File: config.mk
export PLATFORM = sky130hd
export DESIGN_NAME = mem_arbiter
export DESIGN_NICKNAME = d
export VERILOG_FILES = /design/src/rtl/mem_arb_pkg.sv /design/src/rtl/bus_timeout.sv /design/src/rtl/mem_arbiter.sv
export SDC_FILE = /design/constraint.sdc
export NUM_CORES = 1
export LEC_CHECK = 0
export CORE_UTILIZATION = 42
export DETAILED_ROUTE_END_ITERATION = 8
export GPL_ROUTABILITY_DRIVEN = 0
export GPL_TIMING_DRIVEN = 0
export PLACE_DENSITY = 0.8
export SLEW_MARGIN = 20
export SYNTH_ARGS = -nofsm -noshare
export SYNTH_HDL_FRONTEND = slang
export SYNTH_SLANG_ARGS = --single-unit
File: constraint.sdc
create_clock -name clk -period 2.2 [get_ports clk]
set_input_delay 0.22 -clock clk [delete_from_list [all_inputs] [get_ports clk]]
set_output_delay 0.22 -clock clk [all_outputs]
set_load 0.1 [all_outputs]
File: src/rtl/mem_arb_pkg.sv
// Shared types and constants for the rv32 memory-bus arbiter.
package mem_arb_pkg;

    typedef enum logic [1:0] {
        IDLE,
        FETCH,
        DATA
    } arb_state_t;

    typedef enum logic {
        GRANT_FETCH,
        GRANT_DATA
    } grant_t;

    // Instruction fetches always move a full word.
    localparam logic [3:0] FETCH_SEL = 4'hF;

endpackage

File: src/rtl/bus_timeout.sv
// Bus transaction watchdog. Counts cycles without an acknowledge and raises
// a registered expired flag one cycle after the count reaches TIMEOUT-1.
module bus_timeout #(
    parameter int TIMEOUT = 16
) (
    input  logic clk,
    input  logic nrst,
    input  logic clr,
    input  logic en,
    output logic expired
);

    localparam logic [7:0] LIMIT = 8'(TIMEOUT - 1);

    logic [7:0] count;

    // Count un-acknowledged cycles; clearing wins over counting.
    always_ff @(posedge clk or negedge nrst) begin
        // NOTE: sequential state uses non-blocking assignments so every flop
        // samples the pre-edge values regardless of statement order.
        if (!nrst) begin
            count   <= '0;
            expired <= 1'b0;
        end else if (clr) begin
            count   <= '0;
            expired <= 1'b0;
        end else begin
            expired <= en && (count == LIMIT);
            if (en) begin
                count <= count + 8'd1;
            end
        end
    end

endmodule

File: src/rtl/mem_arbiter.sv
// Arbiter sharing one single-ported memory bus between instruction fetch and
// load/store. Each transaction is strobed from registered bus outputs, finished
// by bus_ack or aborted by the timeout watchdog, and answered with a one-cycle
// ready pulse. Define MEM_ARB_FAIR_EN for round-robin priority under
// contention; by default the data requester always wins.
module mem_arbiter
    import mem_arb_pkg::*;
#(
    parameter int ADDR_W  = 32,
    parameter int DATA_W  = 32,
    parameter int TIMEOUT = 16
) (
    input  logic              clk,
    input  logic              nrst,
    input  logic              i_req,
    input  logic [ADDR_W-1:0] i_addr,
    output logic              i_ready,
    output logic [DATA_W-1:0] i_rdata,
    input  logic              d_read,
    input  logic              d_write,
    input  logic [ADDR_W-1:0] d_addr,
    input  logic [DATA_W-1:0] d_wdata,
    input  logic [3:0]        d_sel,
    output logic              d_ready,
    output logic [DATA_W-1:0] d_rdata,
    output logic              err,
    output logic              bus_read,
    output logic              bus_write,
    output logic [ADDR_W-1:0] bus_addr,
    output logic [DATA_W-1:0] bus_wdata,
    output logic [3:0]        bus_sel,
    input  logic              bus_ack,
    input  logic [DATA_W-1:0] bus_rdata
);

    arb_state_t state;
    arb_state_t next_state;
    grant_t     last_grant;

    logic data_pending;
    logic pick_data;
    logic grant_data;
    logic grant_fetch;
    logic done;
    logic timed_out;
    logic busy;
    logic expired;

    assign data_pending = d_read | d_write;
    assign busy         = (state != IDLE);

`ifdef MEM_ARB_FAIR_EN
    // Under contention, the requester that was not served last goes first.
    always_comb begin
        pick_data = data_pending;
        if (data_pending && i_req) begin
            pick_data = (last_grant == GRANT_FETCH);
        end
    end
`else
    // Fixed priority: any pending load/store beats a fetch.
    always_comb begin
        pick_data = data_pending;
    end

    // last_grant is still tracked in this build but does not steer the choice.
    logic unused_last_grant;
    assign unused_last_grant = (last_grant == GRANT_DATA);
`endif

    // Watchdog runs only while a transaction is outstanding.
    bus_timeout #(
        .TIMEOUT (TIMEOUT)
    ) u_timeout (
        .clk     (clk),
        .nrst    (nrst),
        .clr     (!busy),
        .en      (busy && !bus_ack),
        .expired (expired)
    );

    // State register.
    always_ff @(posedge clk or negedge nrst) begin
        if (!nrst) begin
            state <= IDLE;
        end else begin
            state <= next_state;
        end
    end

    // Next-state, grant and completion decode.
    always_comb begin
        // NOTE: every signal gets a default before the case so no path
        // leaves it unassigned, which would otherwise infer a latch.
        next_state  = state;
        grant_data  = 1'b0;
        grant_fetch = 1'b0;
        done        = 1'b0;
        timed_out   = 1'b0;
        case (state)
            IDLE: begin
                if (pick_data) begin
                    next_state = DATA;
                    grant_data = 1'b1;
                end else if (i_req) begin
                    next_state  = FETCH;
                    grant_fetch = 1'b1;
                end
            end
            FETCH, DATA: begin
                // An ack coinciding with expiry is a normal completion.
                if (bus_ack) begin
                    done       = 1'b1;
                    next_state = IDLE;
                end else if (expired) begin
                    done       = 1'b1;
                    timed_out  = 1'b1;
                    next_state = IDLE;
                end
            end
            default: next_state = IDLE;
        endcase
    end

    // Registered bus outputs, ready/err pulses and returned read data.
    always_ff @(posedge clk or negedge nrst) begin
        if (!nrst) begin
            bus_read   <= 1'b0;
            bus_write  <= 1'b0;
            bus_addr   <= '0;
            bus_wdata  <= '0;
            bus_sel    <= '0;
            i_ready    <= 1'b0;
            i_rdata    <= '0;
            d_ready    <= 1'b0;
            d_rdata    <= '0;
            err        <= 1'b0;
            last_grant <= GRANT_DATA;
        end else begin
            i_ready <= 1'b0;
            d_ready <= 1'b0;
            err     <= 1'b0;
            if (grant_data) begin
                // Simultaneous read and write is treated as a write.
                bus_write <= d_write;
                bus_read  <= !d_write;
                bus_addr  <= d_addr;
                bus_wdata <= d_wdata;
                bus_sel   <= d_sel;
            end else if (grant_fetch) begin
                bus_read  <= 1'b1;
                bus_write <= 1'b0;
                bus_addr  <= i_addr;
                bus_sel   <= FETCH_SEL;
            end else if (done) begin
                bus_read  <= 1'b0;
                bus_write <= 1'b0;
                err       <= timed_out;
                if (state == FETCH) begin
                    i_ready    <= 1'b1;
                    i_rdata    <= timed_out ? '0 : bus_rdata;
                    last_grant <= GRANT_FETCH;
                end else begin
                    d_ready    <= 1'b1;
                    last_grant <= GRANT_DATA;
                    if (!bus_write) begin
                        d_rdata <= timed_out ? '0 : bus_rdata;
                    end
                end
            end
        end
    end

endmodule

# Yosys cells after proc, flatten, opt, wreduce, memory -nomap -nowiden
# Cells that the tools add are included.
[classes]
reduce_logical = 12
n_div = 0
n_eq_ne = 6
multipliers = 0
mux = 39
n_addsub = 1
n_bitwise = 5
n_shift = 0
magnitude_cmp = 0
[op_table]
columns = ["operator", "n"]
rows = [
  ["32-bit two-way mux", 3],
  ["1-bit two-way mux", 27],
  ["8-bit two-way mux", 2],
  ["8-bit by 1-bit adder with 8-bit output, second input constant", 1],
  ["8-bit by 4-bit == test with 1-bit output, second input constant", 1],
  ["2-bit two-way mux", 4],
  ["4-bit two-way mux", 2],
  ["5-bit AND reduction", 1],
  ["1-bit NOT", 4],
  ["2-bit one-hot mux with 2 select lines", 1],
  ["4-bit AND reduction", 1],
  ["2-bit nonzero test", 2],
  ["3-bit by 2-bit inequality test with 1-bit output, second input constant", 1],
  ["3-bit inequality test, second input constant", 1],
  ["3-bit nonzero test", 1],
  ["2-bit by 1-bit == test with 1-bit output, second input constant", 1],
  ["2-bit == test, second input constant", 1],
  ["1-bit logical AND", 2],
  ["1-bit zero test", 2],
  ["2-bit zero test", 1],
  ["2-bit by 1-bit inequality test with 1-bit output, second input constant", 1],
  ["2-bit AND reduction", 1],
  ["2-bit OR reduction", 1],
  ["1-bit bitwise OR", 1],
]
[word_totals]
memories = 0
output_inout_bits = 137
input_bits = 138
latch_bits = 0
romBits = 0
word_cells = 76
ramBits = 0
register_bits = 148

# Logic depth before layout (Yosys ltp)
[logic_depth]
depth_word = 6
depth_mapped = 8
depth_no_buf = 5

# Hierarchy
# From an unflattened synthesis, not the netlist that was laid out.
[hier_totals]
cells_unflattened = 457
area_unflattened_um2 = 6162.2
[by_module_without_submodules]
columns = ["mod", "area_per_inst_um2", "cells_per_inst", "seq_area_each_um2", "instances"]
rows = [
  ["mem_arbiter", 5729.2, 416, 3478.3, 1],
  ["bus_timeout", 432.9, 41, 225.2, 1],
]

# Least setup slack after synthesis
# OpenSTA, ideal clock, no wires.
[synth_timing]
kind = "reg-to-reg"
start = "reg state[0]"
end = "reg i_rdata[10]"
stages_incl_launch_ff = 8
path_slack_ns = 0.200
setup_ns = 0.125
t_arrival_ns = 1.875
t_required_ns = 2.075
path_cell_list = "dfrtp_1 -> inv_1 -> ha_1 -> nor4bb_1 -> buf_2 -> nor4b_4 -> buf_6 -> mux2_2"
[synth_via]
elab_chain_len = 4
word_cells_on_any_way = 12
[synth_lines]
columns = ["item", "line", "source"]
rows = [
  ["from (decl)", "mem_arbiter.sv:36", "arb_state_t state;"],
  ["from (signal assigned)", "mem_arbiter.sv:87", "state <= next_state;"],
  ["2-bit by 1-bit == test with 1-bit output, or another cell as far along", "mem_arbiter.sv:100, mem_arbiter.sv:159", ""],
  ["2-bit OR reduction or 1-bit two-way mux (tied branches)", "mem_arbiter.sv:100", "case (state)"],
  ["1-bit two-way mux or 1-bit NOT (tied branches)", "-", ""],
  ["4-bit AND reduction (no source line) or 32-bit two-way mux (tied branches)", "-", ""],
  ["to (signal assigned)", "mem_arbiter.sv:161", "i_rdata <= timed_out ? '0 : bus_rdata;"],
  ["to (decl)", "mem_arbiter.sv:18", "output logic [DATA_W-1:0] i_rdata,"],
]
# Parallel ways exist; a longest one is shown, timed or not.
# A chain may end at the register's enable or synchronous reset.

# Worst setup path in the final report
[layout_timing]
start = "reg bus_addr[10]"
end = "out bus_addr[10]"
[layout_lines]
columns = ["item", "line", "source"]
rows = [
  ["from (decl)", "mem_arbiter.sv:29", "output logic [ADDR_W-1:0] bus_addr,"],
  ["from (signal assigned)", "mem_arbiter.sv:147", "bus_addr <= d_addr;"],
  ["from (signal assigned)", "mem_arbiter.sv:153", "bus_addr <= i_addr;"],
]
# No word-level cell between the ends.

==> impl_results.md <==
* CP bufs+invs at 1
* Critical path class: flop to output port
* Synth warn at 0
* Max-cap violation count at 0
* Antenna diodes at 0
* Worst EP required at 1.98 ns
* Syn-to-layout area delta at 61.7%
* Post-Syn Area at 6220 um2
* Skew final at 0.00748 ns
* First-pass GRT wire length at between 20 and 30 mm
* CP max stage cell: clkdlybuf4s50_1
* First-pass detailed-route iteration total at 4
* Syn_area_per_cell at 10.9 um2
* FF+latch area at 3700 um2
* Max Freq at 462 MHz
* Fill cell count at 1106
* Setup repair after global routing missed its margin: false
* Netlist cell types at 39
* Worst Hold Endpoint: bus_wdata[31]$_DFFE_PN0N_
* Worst-Margin Slew at approximately 1.0 ns
* Final core utilization at 69.4%
* Status: finished, final reports clean
* Flop2flop setup slack at 0.10 ns
* Seq cells post-synth at 148
* Final hold viol count at 0
* Clock sink total at between 100 and 150
* DRT antenna net count at 0
* Crit-path max cell delay at 1.15 ns
* Routed WL at about 17 mm
* Root Driver: clkbuf_16
* Tcrit/Tclk final at 98.3%
* Area leader, netlist: dfrtp_1
* Height of the die at 124 um
* Avg WL per Cell at 16.3 um
* Multi-input logic area at between 2000 and 2500 um2
* Total global routing overflow at 0
* Met3 Use GR at a little under a tenth
* Hold Path Cell Cnt at 3
* Crit-path leading delay family: buffers and inverters
* DRT iter0 DRCs at 175
* Chip width at 124 um
* Worst R2R End: d_rdata[20]$_DFFE_PN0P_
* H-tree levels at 4
* Met2 Track Usage GR at 40.6%
* Tot GR Track Use at 23.9%
* CTS tree: built
* Hold Startpoint: d_wdata[31]
* Vias in the first global route at approximately 5300
* Initial antenna violation count at 0
* Grt met1 use at 28.0%
* DRC Markers at 0
* CTS clk-pin slew, worst paths at 0.06 ns
* TritonCTS Buffers at 17
* Initial core utilization at 42.9%
* Clock buffer depth at 2
* Io pins at 275
* CP Capture Type: output port
* Max-slew headroom at between 30 and 40%
* Top post-synthesis cells by area: dfrtp_1 60%, mux2_2 11%, nand2_1 10%
* NumNets Final at about 1000
* Hold crit path type: input pin to flop
* Critical Path AT at 1.94 ns
* Post-synth top area share at 59.6%
* Largest net degree at the start of global routing at 87
* Depth of the worst register-to-register path at 8
* Synth Net Count at 710
* Cell chain of the critical path: clkdlybuf4s50_1
* Clk Latency, worst-skew pair at 0.42 ns
* Port bufs at approximately 270
* Die ar. at 15300 um2
* DR vias/cell at about 4.9
* Cells after synthesis at 568
* Core footprint at 14500 um2
* Share of layout cells above drive strength 1 at 14.2%
* GR peak layer: met2
* Final setup fails at 0
* DP Wirelength at between 10 and 15 mm
* Source of the worst register-to-register timing path: state[0]$_DFFE_PN0P_
* Slew Limit Fails at 0
* Non-Filler Instances at 1065
* Cells after DPL at 1027
* Row count at between 40 and 50
* Final min period at 2.16 ns
* Crit path launch type: flop
* Register area share after synthesis at between 50% and 60%
* Crit-path max FO at 2
* DR vias at 5224
-- cell usage after synthesis --
| cell type | count |
|---|---|
| a211oi_1 | 1 |
| a21oi_1 | 5 |
| a31o_2 | 1 |
| a31oi_1 | 32 |
| and2_1 | 32 |
| buf_1 | 3 |
| buf_2 | 3 |
| buf_4 | 3 |
| buf_6 | 4 |
| clkbuf_1 | 23 |
| dfrtp_1 | 148 |
| ha_1 | 4 |
| inv_1 | 3 |
| mux2_1 | 2 |
| mux2_2 | 62 |
| nand2_1 | 165 |
| nand2b_1 | 2 |
| nand3_1 | 2 |
| nand3b_1 | 1 |
| nand4_1 | 1 |
| nand4b_1 | 1 |
| nor2_1 | 6 |
| nor2b_1 | 2 |
| nor3_1 | 33 |
| nor3b_1 | 1 |
| nor4_1 | 1 |
| nor4b_4 | 2 |
| nor4bb_1 | 1 |
| o21a_1 | 1 |
| o21ai_0 | 4 |
| o21ai_1 | 2 |
| o22a_1 | 4 |
| o2bb2ai_1 | 2 |
| o31ai_1 | 2 |
| or2_2 | 1 |
| or3_1 | 2 |
| or4_1 | 3 |
| xnor2_1 | 1 |
| xor2_1 | 2 |
-- state kept, by name (all words and copies together) (netlist names) --
name and flops:
bus_sel 4, bus_addr 32, u_timeout.count 8, i_ready 1, bus_wdata 32, state 2, bus_read 1, bus_write 1
u_timeout.expired 1, err 1, i_rdata 32, d_ready 1, d_rdata 32
-- worst max-delay path by stage --
stage                                        start                       end  slack, ns  cells past startpoint
after CTS                     state[0]$_DFFE_PN0P_  bus_addr[15]$_DFFE_PN0P_     0.0008                      8
final                     bus_addr[10]$_DFFE_PN0P_              bus_addr[10]       0.04                      1
after floorplan               state[0]$_DFFE_PN0P_   i_rdata[10]$_DFFE_PN0P_       0.20                      7
after global routing       d_rdata[10]$_DFFE_PN0P_               d_rdata[10]     0.0002                      1
after detailed placement                   d_write      state[1]$_DFFE_PN0P_      -0.35                      5
after global placement                        nrst  bus_addr[14]$_DFFE_PN0P_      -5.02                      1
-- cell type report --
| cell class | instances | share of cell area, % |
|---|---|---|
| timing repair buffer | 282 | 28.5 |
| sequential | 148 | 36.9 |
| multi-input combinational | 381 | 23.2 |
| clock buffer | 23 | 5.06 |
| inverter | 3 | 0.112 |
| buffer | 36 | 2.08 |
| clock inverter | 8 | 1.92 |
| tap | 184 | 2.29 |
-- placed cells by master (no fill, tap or decap), types with 15 or more instances in the layout --
cell / instances
a31oi_1: 32
and2_1: 32
clkbuf_1: 18
clkbuf_16: 17
clkdlybuf4s50_1: 254
dfrtp_1: 148
dlymetal6s2s_1: 15
mux2_2: 62
nand2_1: 165
nor3_1: 33
-- what timing repair did --
item / CTS / global route
setup buffers: 4 / 1
setup endpoints to repair: 83 / 133
hold endpoints to repair: 85 / 0
pin swaps: 2 / 0
resized for setup: 11 / 31
gates cloned: 1 / 0
hold buffers: 1 / 0
-- logic make-up (layout without fill, tap and decap cells) --
| logic type | after synthesis | after routing | share of synthesized area, % |
|---|---|---|---|
| compound gates | 54 | 54 | 5.58 |
| simple gates | 256 | 256 | 18.9 |
| fa+ha+maj | 4 | 4 | 0.805 |
| xor+xnor | 3 | 3 | 0.423 |
| buf+inv | 39 | 352 | 3.08 |
| mux | 64 | 64 | 11.6 |
| flops | 148 | 148 | 59.6 |
-- per-stage QoR --
stage	instance area, um2	hold slack (ns)	setup WS (ns)	TNS [ns]
6_report	10000	0.327	0.0370	0
5_1_grt	10000	0.337	0.000166	0
4_1_cts	9980	0.308	0.000763	0
3_5_place_dp	9220	0.265	-0.345	-12.99
3_3_place_gp	9190	0.457	-5.02	-752.67
2_1_floorplan	6220	-0.0756	0.200	0
-- metal layers --
layer | share of wire [%] | wire, um
met5 | 0 | 0
met4 | 0.88 | 153
met3 | 9.5 | 1650
met2 | 50 | 8710
met1 | 39 | 6850
Power is not shown: default switching activity piles up to over one toggle a cycle in this logic, so the estimate is an artifact.
